**src/rtl/req_rr_arbiter_pkg.sv**
```systemverilog
`timescale 1ns/1ps
`default_nettype none
// ============================================================================
// req_rr_arbiter_pkg : shared state encoding and default sizing for the arbiter
// Revision: 1.0
// ============================================================================
package req_rr_arbiter_pkg;

   localparam int DEF_N       = 15;
   localparam int DEF_IDW     = 4;
   localparam int DEF_TIMEOUT = 16;
   localparam int ENC_W       = 15;
   localparam int ENC_IDW     = 4;

   typedef enum logic {
      ST_IDLE  = 1'b0,
      ST_GRANT = 1'b1
   } state_t;

endpackage
`default_nettype wire

```
**src/rtl/req_rr_arbiter_lsb_encoder.sv**
```systemverilog
`timescale 1ns/1ps
`default_nettype none
// ============================================================================
// rr_lsb_encoder : 15-bit lowest-index-first encoder with found flag
// Revision: 1.0
// ============================================================================
module rr_lsb_encoder
   import req_rr_arbiter_pkg::*;
(
   input  logic [ENC_W-1:0]   vec,
   output logic [ENC_IDW-1:0] idx,
   output logic               found
);

   // Scanning downward lets the lowest set bit overwrite the result last.
   always_comb begin
      idx   = '0;
      found = 1'b0;
      for (int i = ENC_W - 1; i >= 0; i--) begin
         if (vec[i]) begin
            idx   = ENC_IDW'(i);
            found = 1'b1;
         end
      end
   end

endmodule
`default_nettype wire

```
**src/rtl/req_rr_arbiter.sv**
```systemverilog
`timescale 1ns/1ps
`default_nettype none
// ============================================================================
// req_rr_arbiter : round-robin arbiter with grant hold, release and timeout
// Revision: 1.0
// ============================================================================
module req_rr_arbiter
   import req_rr_arbiter_pkg::*;
#(
   parameter int N       = DEF_N,
   parameter int IDW     = DEF_IDW,
   parameter int TIMEOUT = DEF_TIMEOUT
) (
   input  logic           clk,
   input  logic           reset,
   input  logic [N-1:0]   req,
   input  logic           done,
   output logic [N-1:0]   grant,
   output logic [IDW-1:0] grant_id,
   output logic           grant_valid,
   output logic           timeout_err
);

   localparam int CW = $clog2(TIMEOUT + 1);

   state_t           state, state_nxt;
   logic [IDW-1:0]   ptr, ptr_nxt;
   logic [CW-1:0]    hold, hold_nxt;
   logic [N-1:0]     grant_nxt;
   logic [IDW-1:0]   grant_id_nxt;
   logic             grant_valid_nxt;
   logic             timeout_err_nxt;

   logic [ENC_W-1:0]   req_ext, masked_ext;
   logic [ENC_IDW-1:0] idx_m, idx_u, win;
   logic               found_m, found_u;
   logic               owner_req, hold_max;

   // Requests below ptr are hidden so the search starts at the pointer.
   always_comb begin
      req_ext    = '0;
      masked_ext = '0;
      for (int i = 0; i < N; i++) begin
         req_ext[i]    = req[i];
         masked_ext[i] = req[i] && (i >= int'(ptr));
      end
   end

   rr_lsb_encoder u_enc_masked (
      .vec   (masked_ext),
      .idx   (idx_m),
      .found (found_m)
   );

   rr_lsb_encoder u_enc_unmasked (
      .vec   (req_ext),
      .idx   (idx_u),
      .found (found_u)
   );

   assign win       = found_m ? idx_m : idx_u;
   assign owner_req = |(req & grant);
   assign hold_max  = (hold == CW'(TIMEOUT));

   always_comb begin
      state_nxt       = state;
      ptr_nxt         = ptr;
      hold_nxt        = hold;
      grant_nxt       = grant;
      grant_id_nxt    = grant_id;
      grant_valid_nxt = grant_valid;
      timeout_err_nxt = 1'b0;
      case (state)
         ST_IDLE: begin
            if (found_u) begin
               state_nxt       = ST_GRANT;
               grant_nxt       = N'(1) << win;
               grant_id_nxt    = IDW'(win);
               grant_valid_nxt = 1'b1;
               hold_nxt        = CW'(1);
            end
         end
         ST_GRANT: begin
            if (done || !owner_req || hold_max) begin
               state_nxt       = ST_IDLE;
               grant_nxt       = '0;
               grant_id_nxt    = '0;
               grant_valid_nxt = 1'b0;
               hold_nxt        = '0;
               ptr_nxt         = (grant_id == IDW'(N - 1)) ? '0 : grant_id + IDW'(1);
               // Only a pure timeout is an error; a coincident release is normal.
               timeout_err_nxt = !done && owner_req;
            end else if (!hold_max) begin
               hold_nxt = hold + CW'(1);
            end
         end
         default: begin
            state_nxt = ST_IDLE;
         end
      endcase
   end

   always_ff @(posedge clk) begin
      if (reset) begin
         state       <= ST_IDLE;
         ptr         <= '0;
         hold        <= '0;
         grant       <= '0;
         grant_id    <= '0;
         grant_valid <= 1'b0;
         timeout_err <= 1'b0;
      end else begin
         state       <= state_nxt;
         ptr         <= ptr_nxt;
         hold        <= hold_nxt;
         grant       <= grant_nxt;
         grant_id    <= grant_id_nxt;
         grant_valid <= grant_valid_nxt;
         timeout_err <= timeout_err_nxt;
      end
   end

endmodule
`default_nettype wire

```
**config.mk**
```make
export PLATFORM = sky130hd
export DESIGN_NAME = req_rr_arbiter
export DESIGN_NICKNAME = d
export VERILOG_FILES = /design/src/rtl/req_rr_arbiter_pkg.sv /design/src/rtl/req_rr_arbiter_lsb_encoder.sv /design/src/rtl/req_rr_arbiter.sv
export SDC_FILE = /design/constraint.sdc
export NUM_CORES = 1
export LEC_CHECK = 0
export ABC_AREA = 1
export ABC_CLOCK_PERIOD_IN_PS = 2300
export CAP_MARGIN = 30
export CORE_ASPECT_RATIO = 0.75
export CORE_MARGIN = 5
export CORE_UTILIZATION = 42
export CTS_CLUSTER_DIAMETER = 100
export DETAILED_ROUTE_END_ITERATION = 8
export PLACE_DENSITY = 0.66
export SLEW_MARGIN = 5
export SYNTH_ARGS = -nofsm -noshare
export SYNTH_HDL_FRONTEND = slang
export SYNTH_HIERARCHICAL = 1
export SYNTH_SLANG_ARGS = --single-unit
```
**constraint.sdc**
```tcl
create_clock -name clk -period 2.3 [get_ports clk]
set_input_delay 0.23 -clock clk [delete_from_list [all_inputs] [get_ports clk]]
set_output_delay 0.23 -clock clk [all_outputs]
set_load 0.005 [all_outputs]
```
== Yosys cells after proc, flatten, opt, wreduce, memory -nomap -nowiden ==
Cells that the tools add are included.
W data, S select, Z words.

* Word-level logic and storage cells: 136
* Bits in registers: 31
* Output and inout port bits: 21
* Input bits: 18

* Equal/unequal tests: 5
* $add $sub $neg: 2
* Reductions and logical operators: 25
* Multiplexer cells: 78
* Bitwise operators: 3
* Magnitude comparators: 15
* Shifts and indexed selects: 1

{| class="wikitable"
|+ Operators with widths
! operator !! count
|-
| $mux W4 || 34
|-
| $mux W1 || 34
|-
| $mux W15 || 2
|-
| $pmux W15 S2 || 1
|-
| $ge A4 B4 Y1 const A || 7
|-
| $ge A3 B4 Y1 const A || 4
|-
| $logic_and A1 B1 Y1 || 16
|-
| $and A15 B15 Y15 || 1
|-
| $mux W5 || 3
|-
| $reduce_or A15 Y1 || 1
|-
| $shl A1 B4 Y15 const A || 1
|-
| $pmux W5 S2 || 1
|-
| $ge A1 B4 Y1 const A || 2
|-
| $ge A2 B4 Y1 const A || 2
|-
| $pmux W4 S2 || 1
|-
| $reduce_and A2 Y1 || 3
|-
| $add A5 B1 Y5 const B || 1
|-
| $eq A5 B5 Y1 const B || 1
|-
| $add A4 B1 Y4 const B || 1
|-
| $eq A4 B4 Y1 const B || 1
|-
| $pmux W1 S2 || 2
|-
| $ne A3 B2 Y1 const B || 1
|-
| $reduce_or A3 Y1 || 1
|-
| $logic_not A1 Y1 || 2
|-
| 4 further kinds || 6
|}

== Longest topological paths before layout ==
Gate-level depths: netlist (run 1).

* Word-level depth: 21
* Depth in mapped cells: 24
* Depth with buffers taken out: 24

== Modules after synthesis ==
Netlist (run 1), hierarchy kept.

{| class="wikitable"
|+ Modules (own cells, without submodules)
! module !! area an instance (um2) !! cells an instance !! sequential area each (um2) !! times used
|-
| req_rr_arbiter || 1,784.2 || 283 || 620.6 || 1
|-
| rr_lsb_encoder || 192.7 || 45 || 0.0 || 2
|}

== Worst setup path after synthesis (run 1) ==
Ideal clock, no wire load.

* Kind: reg-to-reg
* From: register ptr[1]
* To: register grant[8]
* Required time: 2,230 ps
* Cell stages (with the launch flop): 24
* Period minus slack after synthesis: 2,087 ps
* Slack: 213 ps
* Path buffers: 0
* Setup time: 70 ps
* Data arrival time: 2,016 ps
* Cell sequence: dfxtp_1 -> inv_1 -> nand2_1 -> a21boi_0 -> inv_1 -> nand2_1 -> nand2_1 -> nand2_1 -> nand2_1 -> nand2_1 -> nand2_1 -> nand2_1 -> nand2_1 -> nand2_1 -> nand2_1 -> nand2_1 -> a21oi_2 -> inv_1 -> nand2_1 -> o21ai_0 -> nand2_1 -> nor2_1 -> nand2_1 -> a21oi_1

* Elaborated cells between the ends (all ways): 64

{| class="wikitable"
|+ RTL lines
! element !! line !! text
|-
| start: declaration || req_rr_arbiter.sv:27 || <nowiki>logic [IDW-1:0] ptr, ptr_nxt;</nowiki>
|-
| start signal: assignment || req_rr_arbiter.sv:114 || <nowiki>ptr <= ptr_nxt;</nowiki>
|-
| $ge A4 B4 Y1 || req_rr_arbiter.sv:45 || <nowiki>masked_ext[i] = req[i] && (i >= int'(ptr));</nowiki>
|-
| $logic_and A1 B1 Y1 || req_rr_arbiter.sv:45 ||
|-
| named net masked_ext[12] || req_rr_arbiter.sv:34 || <nowiki>logic [ENC_W-1:0] req_ext, masked_ext;</nowiki>
|-
| $mux W4 (13 in a row) || req_rr_arbiter_lsb_encoder.sv:20 || <nowiki>if (vec[i]) begin</nowiki>
|-
| named net idx_m[0] || req_rr_arbiter.sv:35 || <nowiki>logic [ENC_IDW-1:0] idx_m, idx_u, win;</nowiki>
|-
| $mux W4 || req_rr_arbiter.sv:61 || <nowiki>assign win = found_m ? idx_m : idx_u;</nowiki>
|-
| $shl A1 B4 Y15 || req_rr_arbiter.sv:77 || <nowiki>grant_nxt = N'(1) << win;</nowiki>
|-
| $mux W15 || req_rr_arbiter.sv:75 || <nowiki>if (found_u) begin</nowiki>
|-
| $pmux W15 S2 || req_rr_arbiter.sv:73 || <nowiki>case (state)</nowiki>
|-
| end signal: assignment || req_rr_arbiter.sv:116 || <nowiki>grant <= grant_nxt;</nowiki>
|-
| end: declaration || req_rr_arbiter.sv:18 || <nowiki>output logic [N-1:0] grant,</nowiki>
|}

The timed path passes the listed nets, and every way through them passes these cells. The select of a mux whose other input is x is not followed.
A chain may end at the register's enable or synchronous reset.

== Final worst setup path (run 1) ==
* From: register ptr[0]
* To: register grant[6]

* Elaborated cells between the ends (all ways): 64

{| class="wikitable"
|+ RTL lines
! element !! line !! text
|-
| $ge A1 B4 Y1 || req_rr_arbiter.sv:45 ||
|-
| $logic_and A1 B1 Y1 || req_rr_arbiter.sv:45 ||
|-
| named net masked_ext[0] || req_rr_arbiter.sv:34 ||
|-
| $mux W1 || req_rr_arbiter_lsb_encoder.sv:20 ||
|-
| named net found_m || req_rr_arbiter.sv:36 || <nowiki>logic found_m, found_u;</nowiki>
|-
| $mux W4 || req_rr_arbiter.sv:61 ||
|-
| $shl A1 B4 Y15 || req_rr_arbiter.sv:77 ||
|-
| $mux W15 || req_rr_arbiter.sv:75 ||
|-
| $pmux W15 S2 || req_rr_arbiter.sv:73 ||
|}

The timed path passes the listed nets, and every way through them passes these cells. The select of a mux whose other input is x is not followed.

==> results of run 1 <==
-- Yosys cell counts, drive strengths merged (2+ instances only) --
library cell	n	area, sq um
nand2	114	445
inv	73	274
nor2	57	219
dfxtp	31	621
a21oi	27	146
nand3	27	168
o21ai	10	50.1
nor3	7	35.0
buf	5	48.8
nand4	4	31.3
clkbuf	2	7.51
ha	2	25.0
nor4	2	12.5
o211ai	2	15.0
o22ai	2	12.5
or2	2	12.5
xor2	2	17.5
-- cells by family after synthesis --
group,count (synthesis),synth area share [%]
buffers and inverters,80,15.2
adder cells (fa/ha/maj),2,1.15
flip-flops,31,28.6
XOR/XNOR,2,0.808
AND/OR/NAND/NOR,214,42.9
AO/OA/AOI/OAI,44,11.3
-- power groups by stage --
stage / registers (uW) / logic (uW) / clock network [uW]
5_1_grt: 596 / 534 / 430
6_report: 594 / 492 / 391
2_1_floorplan: 593 / 220 / 0
3_3_place_gp: 603 / 399 / 0
4_1_cts: 592 / 410 / 399
3_5_place_dp: 603 / 399 / 0
-- tightest hold or removal path, stage by stage, from the launching register on --
cell and delay, ns:
dfxtp_1 0.33, nor2_1 0.05, nor2_1 0.08
-- what timing repair did --
item | in CTS | in global routing
endpoints found under the setup margin | 18 | 19
setup buffers | 0 | 6
pin swaps | 3 | 31
resized for setup | 17 | 78
-- worst paths after layout --
kind | endpoint | start
setup / recovery | grant[6] | ptr[0]
hold / removal | grant_valid | grant_valid
setup reg to reg | grant[6] | ptr[0]
hold reg to reg | grant_valid | grant_valid
-- registers in the layout, indices dropped and copies added (netlist names) --
signal / flops
grant_id: 4
ptr: 4
grant: 15
grant_valid: 1
hold: 5
state: 1
timeout_err: 1
-- routing by layer --
layer / vias to the layer above / global-route usage, % / wire, um
met2: 85 / 29.3 / 3000
li1: 1324 / - / -
met1: 1202 / 31.1 / 3480
met5: - / 0 / 0
met3: 11 / 4.35 / 445
met4: 0 / 6.34 / 114
-- metrics by stage --
step | utilization (%) | hold WS, ns | power [uW]
after floorplan | - | 0.457 | 814
after detailed placement | 58.8 | 0.476 | 1000
final | 66.8 | 0.487 | 1480
after CTS | 61.0 | 0.487 | 1400
after global placement | 58.8 | 0.470 | 1000
after global routing | 66.8 | 0.520 | 1560
-- cell type report --
type | count | area, sq um | share of cell area [%]
Multi-Input combinational cell | 262 | 1450 | 43.9
Tap cell | 60 | 75.1 | 2.27
Inverter | 73 | 288 | 8.70
Timing Repair Buffer | 90 | 786 | 23.8
Clock buffer | 6 | 72.6 | 2.19
Sequential cell | 31 | 633 | 19.1
==> flow_metrics.tcl, run 1 <==
set metrics [dict create \
    synth_cell_type_count 32 \
    die_h_um 72.2 \
    cts_buffer_depth 2 \
    power_switching_uw 491 \
    p_seq_share_pct 40.2 \
    fin_area_sq_um 3310 \
    period_minus_slack_ns 2.27 \
    worst_slack_ns 0.0306 \
    cts.hold.buffers_added 0 \
    cp-end-kind "flip-flop" \
    cp_num_buf_inv 3 \
    grt_pass1_wl_um 11000 \
    hold_violations 0 \
    wl_per_cell_um 13.5 \
    synth_edf_count 0 \
    cts_tree "done" \
    crit_type "flip-flop to flip-flop" \
    drt_pre_antenna_iters 6 \
    start_kind "flip-flop" \
    fin_setup_tns_ns 0 \
    crit_cells 16 \
    final_common_cell "nand2_1" \
    syn_inst 373 \
    dpl.hpwl_um 5200 \
    layout_common_cells "nand2_1 (95), inv_1 (50), buf_4 (48)" \
    insertion_delay_ns 0.29 \
    grt_max_degree 18 \
    cp_slowest_cell "dfxtp_2" \
    dp.cells 510 \
    io_buffers 38 \
    area.growth.synth_to_final_pct 52.5 \
    initial_core_util_pct 43.8 \
    place_congestion 0.891 \
    power.leakage_uw 0.00153 \
    synthArstFlopShare_pct 0 \
    ir_worst_vdd_uv 337 \
    arrival_ns 2.50 \
    switching_share_pct 33.3 \
    p_int_uw 986 \
    die-area_sq_um 6720 \
    post_dp_cell_area_sq_um 2910 \
    grt-ovfl-total 0 \
    reg2reg_setup_slack_ns 0.03 \
    vias 2622 \
    cts_made_buffers 5 \
    crit_top_cell "nor2_1" \
    core.rowCount 22 \
    track_usage_pct 20.7 \
    holdPathStages 2 \
    ios 39 \
    finalSetupViolations 0 \
    yosys_most_used_dff "dfxtp_1" \
    fillers 436 \
    combPwrFrac_pct 33.3 \
    worstPathCellList "inv_2 -> nand2_4 -> buf_4 -> nor3b_2 -> or2_1 -> nor3_2 -> inv_2 -> nor2_4 -> nand2_4 -> nand2_2 -> o21ai_4 -> nor2_4 -> nand2_2 -> nor2_1 -> nor2_1 -> nor2_1" \
    final_net_count 483 \
    fmax_mhz 441 \
    antenna_cells 0 \
    dpl_worst_slack_ns -0.271 \
    cts_root_buf "clkbuf_8" \
    vias_per_cell 5.02 \
    grt_pass1_vias 2257 \
    relSlewSlack_pct 70.6 \
    fin_cells 522 \
    synth.avg_cell_area_sq_um 5.82 \
    drcViolationCount 0 \
    run_status "finished, final reports clean" \
    htreeDepth 2 \
    tightest_slew_ns 0.440 \
    yosysWarnings 6 \
    worstRegToRegCells 16 \
    drt-initial-drc-count 172 \
    cp_max_fo 8 \
    cts_sinks 31 \
    path_clk_slew_ns 0.06 \
    drv_cap 0 \
    drt_wl_total_um 7040 \
    report.final.slew_viol_count 0 \
    syn-num-nets 393 \
    ys_seq_elements 31 \
    core_area_sq_um 4950 \
    antenna_found_initial 0 \
    synth-seq-area-share_pct 28.6 \
    finClkSkew_ns 0.00497 \
    holdCritPathClass "flip-flop to flip-flop" \
    fp.dieW_um 93.0 \
    rsz0062_at_grt "true" \
    clkPwrFrac_pct 26.5 \
    critical-path-max-stage-delay_ns 0.37 \
    power_density_nw_per_um2 446 \
    fin_crit_sh_pct 98.7 \
    cp_top_family "simple AND/OR/NAND/NOR gates" \
    drtAntennaViolNets 0 \
    cp.required_ns 2.53 \
    syn_area_sq_um 2170 \
    drive_gt1_share_pct 31.6 \
]
Note: power is estimated with default switching activity, not from simulation.
==> run 2: changes to the inputs <==
Settings changed: TNS_END_PERCENT set to 1.
==> run 2 against run 1 <==
Die area unchanged; wire length is 0.84% lower; largest power group unchanged; final area fell by 0.15%.
==> flow_metrics.tcl, run 2 (same netlist as run 1, synthesis figures left out) <==
set metrics [dict create \
    run_status "finished, final reports clean" \
    vias_per_cell 5.00 \
    largest_reg_flops 15 \
    layout_common_cells "nand2_1 (96), inv_1 (50), buf_4 (48)" \
    grt_max_degree 18 \
    wl_per_cell_um 13.4 \
    power.leakage_uw 0.00153 \
    antenna_cells 0 \
    fin_crit_sh_pct 98.4 \
    drt_pre_antenna_iters 5 \
    dpl.hpwl_um 5200 \
    hold_violations 0 \
    cp.required_ns 2.52 \
    die_h_um 72.2 \
    fmax_mhz 442 \
    period_minus_slack_ns 2.26 \
    crit_top_cell "nand2_4" \
    place_congestion 0.891 \
    power_switching_uw 492 \
    io_buffers 38 \
    area.growth.synth_to_final_pct 52.2 \
    cts_buffer_depth 2 \
    report.final.slew_viol_count 0 \
    drv_cap 0 \
    largest-register "grant" \
    final_common_cell "nand2_1" \
    combPwrFrac_pct 33.1 \
    grt-ovfl-total 0 \
    finClkSkew_ns 0.00651 \
    drive_gt1_share_pct 31.4 \
    cp_max_fo 8 \
    holdCritPathClass "flip-flop to flip-flop" \
    clkPwrFrac_pct 26.7 \
    cts_made_buffers 5 \
    cp-end-kind "flip-flop" \
    insertion_delay_ns 0.29 \
    relSlewSlack_pct 71.8 \
    finalSetupViolations 0 \
    drcViolationCount 0 \
    grt_pass1_wl_um 11000 \
    track_usage_pct 20.7 \
    drt-initial-drc-count 186 \
    fin_area_sq_um 3300 \
    critical-path-max-stage-delay_ns 0.36 \
    antenna_found_initial 0 \
    tightest_slew_ns 0.423 \
    fp.dieW_um 93.0 \
    arrival_ns 2.48 \
    fin_cells 522 \
    rsz0062_at_grt "true" \
    crit_type "flip-flop to flip-flop" \
    p_seq_share_pct 40.2 \
    ios 39 \
    cts_sinks 31 \
    p_int_uw 985 \
    core_area_sq_um 4950 \
    fillers 434 \
    path_clk_slew_ns 0.06 \
    ir_worst_vdd_uv 337 \
    initial_core_util_pct 43.8 \
    cts_root_buf "clkbuf_8" \
    power_density_nw_per_um2 447 \
    core.rowCount 22 \
    top_regs "grant x15, hold x5" \
    switching_share_pct 33.3 \
    grt_pass1_vias 2262 \
    die-area_sq_um 6720 \
    drtAntennaViolNets 0 \
    dp.cells 510 \
    post_dp_cell_area_sq_um 2910 \
    cts_tree "done" \
    vias 2609 \
    final_net_count 483 \
    cp_slowest_cell "dfxtp_2" \
    drt_wl_total_um 6980 \
    htreeDepth 2 \
    worstPathCellList "inv_2 -> nand2_4 -> buf_4 -> nor3b_2 -> or2_1 -> nor3_2 -> inv_2 -> nor2_4 -> nand2_4 -> nand2_2 -> o21ai_2 -> buf_6 -> inv_6 -> nand2_4 -> nor2_2 -> nand2_1 -> a21oi_2" \
    start_kind "flip-flop" \
]
==> run 2: changes by cell type in the layout (fill, tap and decap cells not counted) <==
| cell | change |
|---|---|
| dfxtp_2 | +1 |
| nand2_1 | +1 |
| nand2_2 | -1 |
| dfxtp_4 | -1 |
==> run 2: final timing paths <==
path	end	slack, ns	depth (start not counted)	startpoint
max	grant[2]	0.04	17	ptr[0]
min	grant_valid	0.49	2	grant_valid
max reg2reg	grant[2]	0.04	17	ptr[0]
min reg2reg	grant_valid	0.49	2	grant_valid
==> run 2: stage by stage <==
stage | hold WS (ns) | util [%] | setup TNS (ns) | power, uW | worst slack (ns)
6_report | 0.487 | 66.7 | 0 | 1480 | 0.0368
5_1_grt | 0.520 | 66.7 | -1.21 | 1560 | -0.0988
4_1_cts | 0.487 | 61.1 | -0.000969 | 1400 | -0.000969
3_5_place_dp | 0.476 | 58.8 | -3.53 | 1000 | -0.271
3_3_place_gp | 0.470 | 58.8 | -3.24 | 1000 | -0.297
2_1_floorplan | 0.457 | - | 0 | 814 | 0.213
==> run 2: area by class of cell <==
type	count	area, sq um	share of cell area [%]
clock buffers	6	72.6	2.20
inverters	73	288	8.71
multi-input cells	262	1450	43.9
flip-flops and latches	31	631	19.1
well taps	60	75.1	2.27
repair buffers	90	786	23.8
==> run 2: worst max-delay path, delay by kind of cell (launching register included) <==
kind            cells  cell delay, ns
compound gates      2            0.18
buf+inv             5            0.47
flops               1            0.36
simple gates       10            1.19
==> run 2: metal layers <==
layer | share of wire, % | vias to the layer above | wire, um | track usage (%)
met2 | 43 | 92 | 2980 | 29.4
met3 | 6.4 | 9 | 444 | 4.35
met4 | 1.5 | 0 | 106 | 6.34
li1 | - | 1321 | - | -
met5 | 0 | - | 0 | 0
met1 | 49 | 1187 | 3450 | 31.1
==> run 2: timing repair <==
action | 4_1_cts | 5_1_grt
hold buffers | 0 | 0
pin swaps | 3 | 28
gates resized for setup | 17 | 76
endpoints found under the setup margin | 18 | 19
gates cloned | 0 | 0
setup buffers | 0 | 6
==> run 2: power groups by stage <==
stage	combinational [uW]	sequential [uW]	clock [uW]
floorplan	220	593	0
global placement	399	603	0
detailed placement	399	603	0
CTS	409	592	399
global route	532	597	430
finish	489	594	394
